--- src/rtl/ps2_cursor_scheduler.sv ---
// PS/2 scan-code decoder feeding a small command FIFO. One queued cursor command
// is applied per video frame, so the overlay square only moves during vertical blank.
module ps2_cursor_scheduler #(
   parameter int STEP       = 32,
   parameter int MAX_POS    = 224,
   parameter int FIFO_DEPTH = 4
) (
   input  logic       Clock,
   input  logic       Reset,
   input  logic       iByteValid,
   input  logic [7:0] iByte,
   input  logic       iParityOk,
   input  logic       iFrameStart,
   output logic [7:0] oXPos,
   output logic [7:0] oYPos,
   output logic [2:0] oColor,
   output logic [4:0] oFifoCount,
   output logic       oOverflow,
   output logic       oParityErr
);

   localparam int PTR_W = (FIFO_DEPTH > 1) ? $clog2(FIFO_DEPTH) : 1;

   localparam logic [1:0] ST_IDLE    = 2'd0;
   localparam logic [1:0] ST_BRK     = 2'd1;
   localparam logic [1:0] ST_EXT     = 2'd2;
   localparam logic [1:0] ST_EXT_BRK = 2'd3;

   localparam logic [2:0] CMD_UP    = 3'd0;
   localparam logic [2:0] CMD_DOWN  = 3'd1;
   localparam logic [2:0] CMD_LEFT  = 3'd2;
   localparam logic [2:0] CMD_RIGHT = 3'd3;
   localparam logic [2:0] CMD_COLOR = 3'd4;

   localparam logic [4:0] DEPTH_5 = 5'(FIFO_DEPTH);
   localparam logic [8:0] STEP_9  = 9'(STEP);
   localparam logic [8:0] MAX_9   = 9'(MAX_POS);

   logic [1:0]       state_reg, state_next;
   logic             push_req;
   logic [2:0]       push_cmd;
   logic             byte_ok, parity_bad;

   logic [2:0]       fifo_mem [FIFO_DEPTH];
   logic [PTR_W-1:0] wr_ptr_reg, rd_ptr_reg;
   logic [4:0]       count_reg, count_next;
   logic             fifo_full, fifo_empty;
   logic             do_pop, do_push;
   logic [2:0]       head_cmd;

   logic [7:0]       x_reg, x_next;
   logic [7:0]       y_reg, y_next;
   logic [2:0]       color_reg, color_next;
   logic             overflow_reg, overflow_next;
   logic             parity_err_reg;

   assign byte_ok    = iByteValid && iParityOk;
   assign parity_bad = iByteValid && !iParityOk;

   always_comb begin
      state_next = state_reg;
      push_req   = 1'b0;
      push_cmd   = CMD_UP;
      if (parity_bad) begin
         state_next = ST_IDLE;
      end else if (byte_ok) begin
         case (state_reg)
            ST_IDLE: begin
               case (iByte)
                  8'hF0: state_next = ST_BRK;
                  8'hE0: state_next = ST_EXT;
                  8'h1D: begin push_req = 1'b1; push_cmd = CMD_UP;    end
                  8'h1B: begin push_req = 1'b1; push_cmd = CMD_DOWN;  end
                  8'h1C: begin push_req = 1'b1; push_cmd = CMD_LEFT;  end
                  8'h23: begin push_req = 1'b1; push_cmd = CMD_RIGHT; end
                  8'h29: begin push_req = 1'b1; push_cmd = CMD_COLOR; end
                  default: state_next = ST_IDLE;
               endcase
            end
            ST_EXT: begin
               state_next = ST_IDLE;
               case (iByte)
                  8'hF0: state_next = ST_EXT_BRK;
                  8'h75: begin push_req = 1'b1; push_cmd = CMD_UP;    end
                  8'h72: begin push_req = 1'b1; push_cmd = CMD_DOWN;  end
                  8'h6B: begin push_req = 1'b1; push_cmd = CMD_LEFT;  end
                  8'h74: begin push_req = 1'b1; push_cmd = CMD_RIGHT; end
                  default: state_next = ST_IDLE;
               endcase
            end
            // Break sequences swallow the released key's code.
            default: state_next = ST_IDLE;
         endcase
      end
   end

   assign fifo_full  = (count_reg == DEPTH_5);
   assign fifo_empty = (count_reg == 5'd0);
   assign do_pop     = iFrameStart && !fifo_empty;
   // A pop frees the head slot in the same cycle, so a full FIFO still accepts.
   assign do_push    = push_req && (!fifo_full || do_pop);
   assign overflow_next = push_req && fifo_full && !do_pop;
   assign head_cmd   = fifo_mem[rd_ptr_reg];

   always_comb begin
      count_next = count_reg;
      case ({do_push, do_pop})
         2'b10:   count_next = count_reg + 5'd1;
         2'b01:   count_next = count_reg - 5'd1;
         default: count_next = count_reg;
      endcase
   end

   genvar gi;
   generate
      for (gi = 0; gi < FIFO_DEPTH; gi++) begin : g_entry
         always_ff @(posedge Clock) begin
            if (do_push && (wr_ptr_reg == PTR_W'(gi)))
               fifo_mem[gi] <= push_cmd;
         end
      end
   endgenerate

   always_comb begin
      x_next     = x_reg;
      y_next     = y_reg;
      color_next = color_reg;
      if (do_pop) begin
         case (head_cmd)
            CMD_UP:    y_next = ({1'b0, y_reg} >= STEP_9) ? 8'({1'b0, y_reg} - STEP_9) : 8'd0;
            CMD_DOWN:  y_next = ({1'b0, y_reg} + STEP_9 <= MAX_9) ? 8'({1'b0, y_reg} + STEP_9) : MAX_9[7:0];
            CMD_LEFT:  x_next = ({1'b0, x_reg} >= STEP_9) ? 8'({1'b0, x_reg} - STEP_9) : 8'd0;
            CMD_RIGHT: x_next = ({1'b0, x_reg} + STEP_9 <= MAX_9) ? 8'({1'b0, x_reg} + STEP_9) : MAX_9[7:0];
            // Colour 0 is reserved for the black frame, so the cycle is 1..7.
            CMD_COLOR: color_next = (color_reg == 3'd7) ? 3'd1 : color_reg + 3'd1;
            default:   color_next = color_reg;
         endcase
      end
   end

   always_ff @(posedge Clock or posedge Reset) begin
      if (Reset) begin
         state_reg      <= ST_IDLE;
         wr_ptr_reg     <= '0;
         rd_ptr_reg     <= '0;
         count_reg      <= 5'd0;
         x_reg          <= 8'd0;
         y_reg          <= 8'd0;
         color_reg      <= 3'b001;
         overflow_reg   <= 1'b0;
         parity_err_reg <= 1'b0;
      end else begin
         state_reg      <= state_next;
         count_reg      <= count_next;
         x_reg          <= x_next;
         y_reg          <= y_next;
         color_reg      <= color_next;
         overflow_reg   <= overflow_next;
         parity_err_reg <= parity_bad;
         if (do_push) wr_ptr_reg <= wr_ptr_reg + PTR_W'(1);
         if (do_pop)  rd_ptr_reg <= rd_ptr_reg + PTR_W'(1);
      end
   end

   assign oXPos      = x_reg;
   assign oYPos      = y_reg;
   assign oColor     = color_reg;
   assign oFifoCount = count_reg;
   assign oOverflow  = overflow_reg;
   assign oParityErr = parity_err_reg;

endmodule

--- config.mk ---
export PLATFORM = sky130hd
export DESIGN_NAME = ps2_cursor_scheduler
export DESIGN_NICKNAME = d
export VERILOG_FILES = /design/src/rtl/ps2_cursor_scheduler.sv
export SDC_FILE = /design/constraint.sdc
export NUM_CORES = 1
export LEC_CHECK = 0
export CORE_AREA = 5 5 71 73
export DETAILED_ROUTE_END_ITERATION = 8
export DIE_AREA = 0 0 76 78
export PLACE_DENSITY_LB_ADDON = 0.1
export SYNTH_ARGS = -nofsm -noshare
export SYNTH_HDL_FRONTEND = slang
export SYNTH_SLANG_ARGS = --single-unit
--- constraint.sdc ---
create_clock -name Clock -period 3.55 [get_ports Clock]
set_input_delay 0.71 -clock Clock [delete_from_list [all_inputs] [get_ports Clock]]
set_output_delay 0.71 -clock Clock [all_outputs]
set_load 0.005 [all_outputs]
==> results.yml <==
sta:
  worst_pin_slew_ns: 0.8777
  slew_headroom_pct: 41.42
  max_freq_mhz: 303.0
  skew_ns: 0.008021
  finalSetupViolCount: 0
  finalWorstPathRequiredPeriod_ns: 3.301
  grt_setup_unrepaired: "no"
  drv_slew: 0
  min_period_over_period_pct: 92.98
  hold_viol: 0
power_and_ir_drop:
  p_total_w: 0.001857
  power_switching_w: 0.0006586
  p_clk_share_pct: 19.1
  leakagePower_nw: 1.197
  switching_share_pct: 35.46
  power_frac_seq_pct: 35.5
  p_comb_share_pct: 45.3
  power_density_mw_per_mm2: 677.7
  internal-power_w: 0.001198
  peakVddDrop_v: 0.0002321
floorplanning:
  dieArea_sq_mm: 0.005928
  start_util_pct: 51.49
  core.rowCount: 24
  io_pins: 39
  fp.dieH_um: 78
  coreArea_sq_mm: 0.004294
  die_x_um: 76
critical_path:
  cp_max_fo: 4
  rr_worst_depth: 10
  cp-end-kind: "flop"
  rr_startpoint: "oFifoCount[0]"
  rr_endpoint: "oFifoCount[4]"
  cp.required_ns: 3.72
  crit_top_cell: "a21o_1"
  r2r_slack_ns: 0.60
  crit_path_top_delay_cell: "clkdlybuf4s50_1"
  worstPathArrival_ns: 3.47
  startpoint: "iByte[7]"
  startpoint_type: "input port"
  cp_cell_sequence: "clkdlybuf4s50_1, nor4b_1, o211ai_1, nand3b_1, and3_1, nor2_1, fa_1, a21o_1, a21o_1, a311oi_1, buf_4, a31oi_4, xnor2_1"
  cp_slowest_stage_delay_ns: 0.46
  path_class: "input port to flop"
  endpoint: "oFifoCount[4]"
synthesis:
  synth_edf_count: 12
  synthCells: 213
  ys_types: 55
  synth_seq_cells: 34
  syn_area_sq_mm: 0.002211
  syn_avg_cell_area_sq_um: 10.38
  synth_top_flop_cell: "dfrtp_1"
  yosysWarnings: 0
  yosysSeqAreaShare_pct: 41.26
  async_reset_ff_share_pct: 64.71
routing:
  drc: 0
  first_pass_iters: 4
  vias: 1675
  drt_iter0_drc: 108
  wl_per_cell_um: 13.68
  via_per_inst: 5.334
  drt-total-wl_um: 4296
  ant_nets: 0
clock_tree:
  cts-resized-gates: 0
  cts-root-buf: "clkbuf_8"
  worstSkewPairLatency_ns: 0.29
  numCtsBuffers: 5
  cts_buffer_depth: 2
  cts-hold-fix-buffers: 0
  clock_sinks: 34
  htree_levels: 2
  clkSlewWorstSetupHoldPaths_ns: 0.07
  cts_tree: "done"
  post-cts-setup-buffers: 0
global_route:
  grt_pass1_vias: 1646
  grt_overflow_total: 0
  track_usage_pct: 14.84
  grt_pass1_wl_um: 7210
  antenna_found_initial: 0
  grt_max_degree: 23
cells_and_area:
  layout_commonest_cell: "clkdlybuf4s50_1"
  synthToLayoutAreaGrowth_pct: 23.94
  top_register: "fifo_mem"
  antenna_cells: 0
  n_fill_cell: 363
  final_cell_mix: "clkdlybuf4s50_1, dfrtp_1, buf_4"
  drive_above_1_share_pct: 16.79
  final_nets: 292
  largest_register_ffs: 12
  final_util_pct: 63.81
  final_area_sq_mm: 0.002740
hold_path:
  worstHoldStart: "oColor[0]"
  hold_path.class: "flop to flop"
outcome:
  status: "completed"
run:
  maxCapViolCount: 0
placement:
  dpl.hpwl_um: 3481
  gp_congestion: 0.8832
  portBuffers: 28
  postPlaceCellArea_sq_mm: 0.002626
## power by group through the flow
| stage | clock network, W | logic, W | registers [W] |
|---|---|---|---|
| 2_1_floorplan | 0 | 0.000539 | 0.000637 |
| 3_3_place_gp | 0 | 0.000818 | 0.000668 |
| 3_5_place_dp | 0 | 0.000849 | 0.000672 |
| 4_1_cts | 0.000366 | 0.000852 | 0.000663 |
| 5_1_grt | 0.000383 | 0.000940 | 0.000685 |
| 6_report | 0.000355 | 0.000842 | 0.000660 |
## cell type report
type	count	area (sq um)	area share [%]
Clock inverter	3	45.04	1.644
Timing Repair Buffer	48	430.4	15.71
Inverter	16	60.06	2.192
Clock buffer	5	68.82	2.511
Sequential cell	34	912.1	33.29
Tap cell	52	65.06	2.374
Multi-Input combinational cell	156	1159	42.28
## cell usage after synthesis, drive strengths merged (2+ instances only)
| cell | n | area [sq um] |
|---|---|---|
| nor3 | 4 | 20.02 |
| or4 | 2 | 18.77 |
| xnor2 | 5 | 43.79 |
| and3b | 2 | 17.52 |
| edfxtp | 12 | 360.4 |
| nand4 | 4 | 25.02 |
| nor2b | 7 | 43.79 |
| nand2b | 2 | 12.51 |
| nand2 | 12 | 45.04 |
| and2 | 4 | 25.02 |
| o31ai | 2 | 15.01 |
| mux2 | 4 | 45.04 |
| a31o | 3 | 26.28 |
| dfrtp | 21 | 525.5 |
| o211ai | 5 | 37.54 |
| a21oi | 12 | 60.06 |
| nand3 | 5 | 25.02 |
| xor2 | 3 | 26.28 |
| buf | 14 | 106.3 |
| a311oi | 2 | 17.52 |
| nor2 | 12 | 45.04 |
| inv | 16 | 60.05 |
| and3 | 4 | 25.02 |
| or3 | 3 | 18.77 |
| mux4 | 3 | 67.56 |
| clkbuf | 2 | 7.510 |
| ha | 17 | 212.7 |
| a31oi | 5 | 46.29 |
| o21ai | 8 | 51.30 |
| a21o | 3 | 22.52 |
## stage by stage
step           setup slack (ns)  instances  hold WS, ns  setup TNS [ns]
2_1_floorplan            0.4259        222       0.4815               0
3_3_place_gp            0.01229        306       0.4864               0
3_5_place_dp           -0.05497        306       0.5037        -0.05497
4_1_cts                  0.2513        314       0.5134               0
5_1_grt                 0.03488        314       0.5524               0
6_report                 0.2492        314       0.5092               0
## how the worst min path moves through the flow
stage,to,cells past startpoint,slack (ns)
final,oColor[0],2,0.51
after floorplan,oColor[0],2,0.48
after global routing,oColor[0],2,0.55
after global placement,oColor[0],2,0.49
after CTS,oColor[0],2,0.51
after detailed placement,oColor[0],2,0.50
## layer usage
metal	part of all wire [%]	global-route usage [%]	wire (um)	vias up
met5	0	0	0	-
met2	52	27.31	2228	43
li1	-	-	-	842
met3	4.9	3.704	209	8
met4	2.1	5.694	90	0
met1	41	16.30	1767	782
## kinds of logic after synthesis
| group | share of synthesized area [%] |
|---|---|
| flip-flops | 41.26 |
| multiplexers | 5.715 |
| buffers and inverters | 7.866 |
| XOR/XNOR | 3.169 |
| adder cells (fa/ha/maj) | 10.53 |
| other | 0.1696 |
| AO/OA/AOI/OAI | 14.09 |
| AND/OR/NAND/NOR | 17.20 |
## critical path: cells and delay by family
family,cells,cell delay [ns]
fa+ha+maj,1,0.40
xor+xnor,1,0.14
buf+inv,2,0.62
compound gates,5,0.76
simple gates,4,0.82
No activity file was read; power rests on OpenSTA's default activity.
